**config.mk**
```make
export PLATFORM = sky130hd
export DESIGN_NAME = mem_stage_ctrl
export DESIGN_NICKNAME = d
export VERILOG_FILES = /design/src/rtl/mem_stage_ctrl.sv
export SDC_FILE = /design/constraint.sdc
export NUM_CORES = 1
export LEC_CHECK = 0
export ABC_AREA = 1
export BUFFER_PORTS_ARGS = -buffer_cell sky130_fd_sc_hd__buf_2
export CORE_AREA = 3 3 41 43
export CTS_BUF_LIST = sky130_fd_sc_hd__clkbuf_4
export DETAILED_ROUTE_END_ITERATION = 10
export DIE_AREA = 0 0 44 46
export PLACE_DENSITY_LB_ADDON = 0.3
export SYNTH_ARGS = -nofsm -noshare
export SYNTH_HDL_FRONTEND = slang
export SYNTH_SLANG_ARGS = --single-unit
```
**constraint.sdc**
```tcl
create_clock -name clk -period 1.6 [get_ports clk]
set_input_delay 0.48 -clock clk [delete_from_list [all_inputs] [get_ports clk]]
set_output_delay 0.48 -clock clk [all_outputs]
set_load 0.05 [all_outputs]
```
**src/rtl/mem_stage_ctrl.sv**
```systemverilog
// MEM-stage sequencer: runs one load/store access per start request and signals done.
// Define MEM_CTRL_BYTE_EN to support the byte loads OP_LBU/OP_LBS; otherwise they are illegal.
module mem_stage_ctrl #(
    parameter int         WAIT_CYCLES = 1,
    parameter logic [3:0] OP_LW       = 4'h4,
    parameter logic [3:0] OP_LBU      = 4'h5,
    parameter logic [3:0] OP_LBS      = 4'h6,
    parameter logic [3:0] OP_SW       = 4'h7,
    parameter logic [3:0] OP_SV       = 4'h8
) (
    input  logic       clk,
    input  logic       rst_n,
    input  logic       start,
    input  logic [3:0] opcode,
    output logic       enable_MEM,
    output logic       Sv_Imm,
    output logic       MemRd,
    output logic       MemWr,
    output logic       ExtOpMemory,
    output logic       MemOut,
    output logic       wb_en,
    output logic       busy,
    output logic       done,
    output logic       illegal
);

    typedef enum logic [2:0] {IDLE, SETUP, ACCESS, WAIT, FINISH} state_t;

    state_t     r_state;
    state_t     w_next;
    logic [3:0] r_opcode;
    logic [3:0] r_cnt;

    logic w_isStore;
    logic w_isLoad;
    logic w_isByte;
    logic w_extOp;
    logic w_byteReject;
    logic w_legal;

    assign w_isStore = (r_opcode == OP_SW) || (r_opcode == OP_SV);

`ifdef MEM_CTRL_BYTE_EN
    assign w_isByte     = (r_opcode == OP_LBU) || (r_opcode == OP_LBS);
    assign w_extOp      = (r_opcode == OP_LBS);
    assign w_byteReject = 1'b0;
`else
    // Byte loads are explicitly rejected so they report illegal even if encodings overlap.
    assign w_isByte     = 1'b0;
    assign w_extOp      = 1'b0;
    assign w_byteReject = (r_opcode == OP_LBU) || (r_opcode == OP_LBS);
`endif

    assign w_isLoad = ((r_opcode == OP_LW) || w_isByte) && !w_byteReject;
    assign w_legal  = (w_isStore || w_isLoad) && !w_byteReject;

    always_ff @(posedge clk or negedge rst_n) begin
        if (!rst_n) begin
            r_state  <= IDLE;
            r_opcode <= 4'h0;
            r_cnt    <= 4'h0;
        end else begin
            r_state <= w_next;
            if (r_state == IDLE && start) begin
                r_opcode <= opcode;
            end
            if (r_state == ACCESS) begin
                r_cnt <= 4'(WAIT_CYCLES - 1);
            end else if (r_state == WAIT && r_cnt != 4'h0) begin
                r_cnt <= r_cnt - 4'h1;
            end
        end
    end

    always_comb begin
        w_next      = r_state;
        enable_MEM  = 1'b0;
        busy        = 1'b0;
        Sv_Imm      = 1'b0;
        MemOut      = 1'b0;
        ExtOpMemory = 1'b0;
        MemRd       = 1'b0;
        MemWr       = 1'b0;
        wb_en       = 1'b0;
        done        = 1'b0;
        illegal     = 1'b0;

        // Decode controls stay stable for the whole access once the opcode is latched.
        if (r_state != IDLE) begin
            enable_MEM  = 1'b1;
            busy        = 1'b1;
            Sv_Imm      = (r_opcode == OP_SV);
            MemOut      = w_isByte;
            ExtOpMemory = w_extOp;
        end

        case (r_state)
            IDLE: begin
                if (start) begin
                    w_next = SETUP;
                end
            end
            SETUP: begin
                w_next = w_legal ? ACCESS : FINISH;
            end
            ACCESS: begin
                w_next = FINISH;
                if (w_isStore) begin
                    MemWr = 1'b1;
                end else if (w_isLoad) begin
                    MemRd = 1'b1;
                    if (WAIT_CYCLES != 0) begin
                        w_next = WAIT;
                    end
                end
            end
            WAIT: begin
                MemRd = 1'b1;
                if (r_cnt == 4'h0) begin
                    w_next = FINISH;
                end
            end
            FINISH: begin
                done    = 1'b1;
                MemRd   = w_isLoad;
                wb_en   = w_isLoad;
                illegal = !w_legal;
                w_next  = IDLE;
            end
            default: begin
                w_next = IDLE;
            end
        endcase
    end

endmodule

```
==> results.json, run 1 <==
{
  "gp_congestion": 0.766,
  "reg2reg_from": "r_state[2]",
  "drv_cap": 0,
  "min_period_over_period_pct": 115,
  "initial_core_util_pct": 52.0,
  "final_area_um2": 1080,
  "initialDrtViolationCount": 13,
  "synth_compound_area_share_pct": 7.04,
  "cts_root_buf": "clkbuf_4",
  "track_usage_pct": 20.7,
  "violations": "negative setup slack",
  "drt_pass1_iterations": 4,
  "port_buffers": 14,
  "drc": 0,
  "synth_top_family_by_area": "simple AND/OR/NAND/NOR gates",
  "holdBufCountCts": 0,
  "synthMuxAreaShare_pct": 0,
  "hold_path_class": "input pin to async pin",
  "die-area_um2": 2020,
  "p_leak_nw": 0.571,
  "synth-seq-cells": 11,
  "synthXorXnorAreaFrac_pct": 1.26,
  "path_clk_slew_ps": 80,
  "grt_pass1_wl_mm": 3.04,
  "synth-seq-area-share_pct": 39.7,
  "hold_slack_ps": 56.7,
  "syn_inst": 95,
  "power.switching_w": 0.00106,
  "path_max_fanout": 3,
  "worst_slack_ps": -232,
  "routedWlPerCell_um": 12.5,
  "cts_tree": "built",
  "final_common_cell": "nand2_1",
  "numCtsBuffers": 3,
  "antenna_found_initial": 0,
  "h-tree-depth": 1,
  "synth.distinct_cells": 21,
  "finalCriticalPeriod_ps": 1830,
  "clkPwrFrac_pct": 9.3,
  "fmax_mhz": 546,
  "vias": 699,
  "setup_viol": 8,
  "drive_gt1_share_pct": 52.3,
  "rrSetupSlack_ps": 250,
  "finClkSkew_ps": 5.75,
  "syn_area_per_cell_um2": 7.30,
  "cts.sinks": 11,
  "grt_overflow_total": 0,
  "worst_setup_path_end_kind": "output pin",
  "seqPwrFrac_pct": 21.2,
  "synth_simple_gate_area_share_pct": 37.7,
  "die_y_um": 46,
  "critical_path_required_ps": 1120,
  "p_comb_share_pct": 69.5,
  "crit_type": "flop to output pin",
  "final_cell_mix": "18 x nand2_1, 15 x buf_4, 10 x dfrtp_1",
  "drv_slew": 0,
  "internal-power_w": 0.00107,
  "crit_arrival_ps": 1350,
  "yosys_warnings": 0,
  "fillers": 91,
  "powerDensity_nw_per_um2": 1970,
  "startpoint_type": "flop",
  "swShare_pct": 49.8,
  "syn_area_um2": 693,
  "core_um2": 1330,
  "synth_fa_ha_area_share_pct": 1.81,
  "num-nets-final": 137,
  "cts_max_path_buffers": 2,
  "area_growth_pct": 56.0,
  "ir_worst_vdd_uv": 1160,
  "die_w_um": 44,
  "pin_count": 17,
  "status": "finished, violations left",
  "place_hpwl_mm": 1.21,
  "grt_max_degree": 12,
  "cp-startpoint": "r_opcode[0]",
  "rows": 13,
  "ant_nets": 0,
  "place_area_um2": 856,
  "finalSetupTns_ps": -1290,
  "n_antenna_cell": 0,
  "grt_pass1_vias": 696,
  "rsz0062_at_grt": "true",
  "insertion_delay_ps": 270,
  "vias_per_cell": 4.89,
  "hold_viol_final": 0,
  "routed_wl_mm": 1.79
}
-- critical path, stage by stage, from the launching register on --
cell and delay (ps):
dfrtp_1 410, nor2_4 140, inv_2 80, nor2_1 150, nand2_2 100, nand2_2 70
buf_8 140
-- state kept, by name (all words and copies together) (netlist names) --
| register | flops |
|---|---|
| r_state | 3 |
| r_cnt | 4 |
| r_opcode | 4 |
-- cells in the mapped netlist, drive strengths merged --
cell / n / share of area [%]
a21oi: 5 / 4.7
buf: 3 / 3.2
conb: 1 / 0.54
dfrtp: 11 / 40
ha: 1 / 1.8
inv: 16 / 8.7
nand2: 28 / 18
nand3: 12 / 8.7
nand3b: 1 / 1.1
nand4: 1 / 0.90
nor2: 10 / 6.9
nor3: 2 / 2.2
o21ai: 2 / 1.4
o22ai: 1 / 0.90
xor2: 1 / 1.3
-- metal layers --
metal	wire length (µm)	global-route usage, %	share of wire (%)
met5	0	0	0
met4	8	7.23	0.45
met3	92	2.77	5.1
met2	907	36.6	51
met1	778	25.7	44
-- cells by family (layout without fill, tap and decap cells) --
group           Yosys count  in the layout
buf+inv                  19             51
other cells               1              2
flops                    11             11
xor+xnor                  1              1
compound gates            8              8
fa+ha+maj                 1              1
simple gates             54             54
-- cell type report --
type	instances	area, µm²	share of cell area, %
Clock buffer	3	22.5	2.08
Clock inverter	1	5.00	0.463
Inverter	16	62.6	5.79
Multi-Input combinational cell	66	429	39.7
Sequential cell	11	277	25.6
Tap cell	15	18.8	1.74
Timing Repair Buffer	31	267	24.7
-- stage by stage --
stage / instances / power [W] / util (%) / worst slack, ps
after floorplan: 96 / 0.00116 / - / -346
after global placement: 131 / 0.00140 / 64.2 / -36.7
after detailed placement: 131 / 0.00143 / 64.2 / -57.3
after CTS: 140 / 0.00193 / 76.3 / -239
after global routing: 143 / 0.00225 / 81.1 / -326
final: 143 / 0.00213 / 81.1 / -232
-- timing repair --
action | CTS | global route
gates cloned | 0 | 0
endpoints found under the hold margin | 0 | 0
buffers inserted | 5 | 3
pin swaps | 4 | 2
setup endpoints to repair | 8 | 8
gates resized for setup | 28 | 10
-- final timing paths --
check,endpoint,cells past startpoint
setup / recovery,MemRd,6
hold / removal,r_cnt[0],1
setup reg to reg,r_opcode[3],9
hold reg to reg,r_cnt[3],2
max in group asynchronous,r_state[2],1
min in group clk,r_opcode[2],3
-- power by group through the flow --
stage          Combinational [W]  Clock, W  Sequential, W
3_5_place_dp            0.000997         0       0.000431
3_3_place_gp            0.000977         0       0.000428
6_report                 0.00148  0.000198       0.000451
4_1_cts                  0.00129  0.000199       0.000443
5_1_grt                  0.00158  0.000215       0.000461
2_1_floorplan           0.000727         0       0.000429
Power figures use the tool's default switching activity.
==> inputs of run 2 (changes only) <==
Settings changed: CORE_AREA 3 3 41 43 to 3 3 53 55, CTS_CLUSTER_SIZE set to 25, DIE_AREA 0 0 44 46 to 0 0 56 58.
==> results.json, run 2 (synthesized netlist as in run 1, its figures left out) <==
{
  "status": "finished, violations left",
  "violations": "negative setup slack",
  "hold_viol_final": 0,
  "vias_per_cell": 4.39,
  "final_area_um2": 1100,
  "drv_cap": 0,
  "powerDensity_nw_per_um2": 1910,
  "reg_top3": "r_cnt: 4 flops, r_opcode: 4 flops, r_state: 3 flops",
  "insertion_delay_ps": 270,
  "startpoint_type": "flop",
  "grt_pass1_vias": 661,
  "cts_root_buf": "clkbuf_4",
  "grt_max_degree": 12,
  "hold_slack_ps": 66.8,
  "vias": 707,
  "area_growth_pct": 59.0,
  "initial_core_util_pct": 28.5,
  "drt_pass1_iterations": 3,
  "pin_count": 17,
  "min_period_over_period_pct": 114,
  "final_cell_mix": "20 x nand2_1, 17 x buf_4, 10 x nand3_1, 10 x dfrtp_1, 8 x inv_1",
  "hold_path_class": "input pin to async pin",
  "place_hpwl_mm": 1.28,
  "ir_worst_vdd_uv": 1650,
  "critical_path_required_ps": 1120,
  "grt_use_met3_pct": 0.891,
  "track_usage_pct": 10.9,
  "initialDrtViolationCount": 7,
  "utilization_pct": 45.3,
  "final_common_cell": "nand2_1",
  "routedWlPerCell_um": 10.2,
  "drc": 0,
  "antenna_found_initial": 0,
  "finalCriticalPeriod_ps": 1830,
  "path_clk_slew_ps": 70,
  "cts_max_path_buffers": 2,
  "holdBufCountCts": 0,
  "worst_setup_path_end_kind": "output pin",
  "numCtsBuffers": 3,
  "rows": 18,
  "n_antenna_cell": 0,
  "drive_gt1_share_pct": 51.1,
  "h-tree-depth": 1,
  "grt_overflow_total": 0,
  "core_um2": 2430,
  "cts.sinks": 11,
  "die-area_um2": 3250,
  "finClkSkew_ps": 0.709,
  "place_area_um2": 912,
  "setup_viol": 8,
  "grt_pass1_wl_mm": 2.77,
  "ant_nets": 0,
  "met2_usage_pct": 18.4,
  "gr-max-usage-layer": "met2",
  "routed_wl_mm": 1.64,
  "fmax_mhz": 547,
  "cts_tree": "built",
  "num-nets-final": 140,
  "path_max_fanout": 3,
  "crit_type": "flop to output pin",
  "drv_slew": 0,
  "die_w_um": 56,
  "finalPower_w": 0.00211,
  "die_y_um": 58,
  "worst_slack_ps": -229,
  "crit_arrival_ps": 1350,
  "p_leak_nw": 0.582,
  "port_buffers": 14,
  "grt_use_met1_pct": 13.4,
  "gp_congestion": 0.786,
  "rsz0062_at_grt": "true"
}
run 2: cell types whose count changed in the layout (fill, tap and decap cells not counted), sizes merged:
cell	previous run	this run
buf	31	34
clkbuf	3	4
clkinv	1	0
run 2: area by class of cell:
cell class	count	area [µm²]
tap	30	37.5
fill	233	1330
multi-input combinational	66	393
timing repair buffer	34	300
sequential	11	277
inverter	16	65.1
clock buffer	4	30.0
run 2: metal layers:
metal | wire (µm) | share of wire, %
met1 | 742 | 45
met2 | 823 | 50
met3 | 55 | 3.3
met4 | 23 | 1.4
met5 | 0 | 0
run 2: where the power goes:
group / switching (W) / internal [W] / total [W]
sequential: 0.0000757 / 0.000358 / 0.000434
clock: 0.0000974 / 0.000113 / 0.000211
combinational: 0.000808 / 0.000654 / 0.00146
run 2: worst max-delay path: stages (launching register included):
cell and delay (ps):
dfrtp_1 410, nor2_4 150, inv_2 70, nor3_4 170, nor2_1 70, nand2_2 70, buf_8 140
run 2: worst paths after layout:
| path | start | to | slack (ps) | cells past startpoint |
|---|---|---|---|---|
| worst max-delay path | r_opcode[0] | MemRd | -230 | 6 |
| worst min-delay path | rst_n | r_opcode[3] | 70 | 1 |
| worst max register to register | r_state[1] | r_opcode[2] | 250 | 9 |
| worst min register to register | r_cnt[3] | r_cnt[3] | 540 | 2 |
| max in group asynchronous | rst_n | r_state[2] | 1310 | 1 |
| min in group clk | opcode[0] | r_opcode[0] | 450 | 3 |
run 2: repair_timing:
action | in CTS | in global routing
resized for setup | 29 | 6
pin swaps | 7 | 2
setup buffers | 4 | 2
setup endpoints to repair | 8 | 8
run 2: through the flow:
step	setup WS (ps)	std cells	TNS, ps
after floorplan	-346	96	-821
after global placement	-32.2	151	-32.2
after detailed placement	-73.7	151	-115
after CTS	-248	159	-1560
after global routing	-317	161	-2130
final	-229	161	-1590
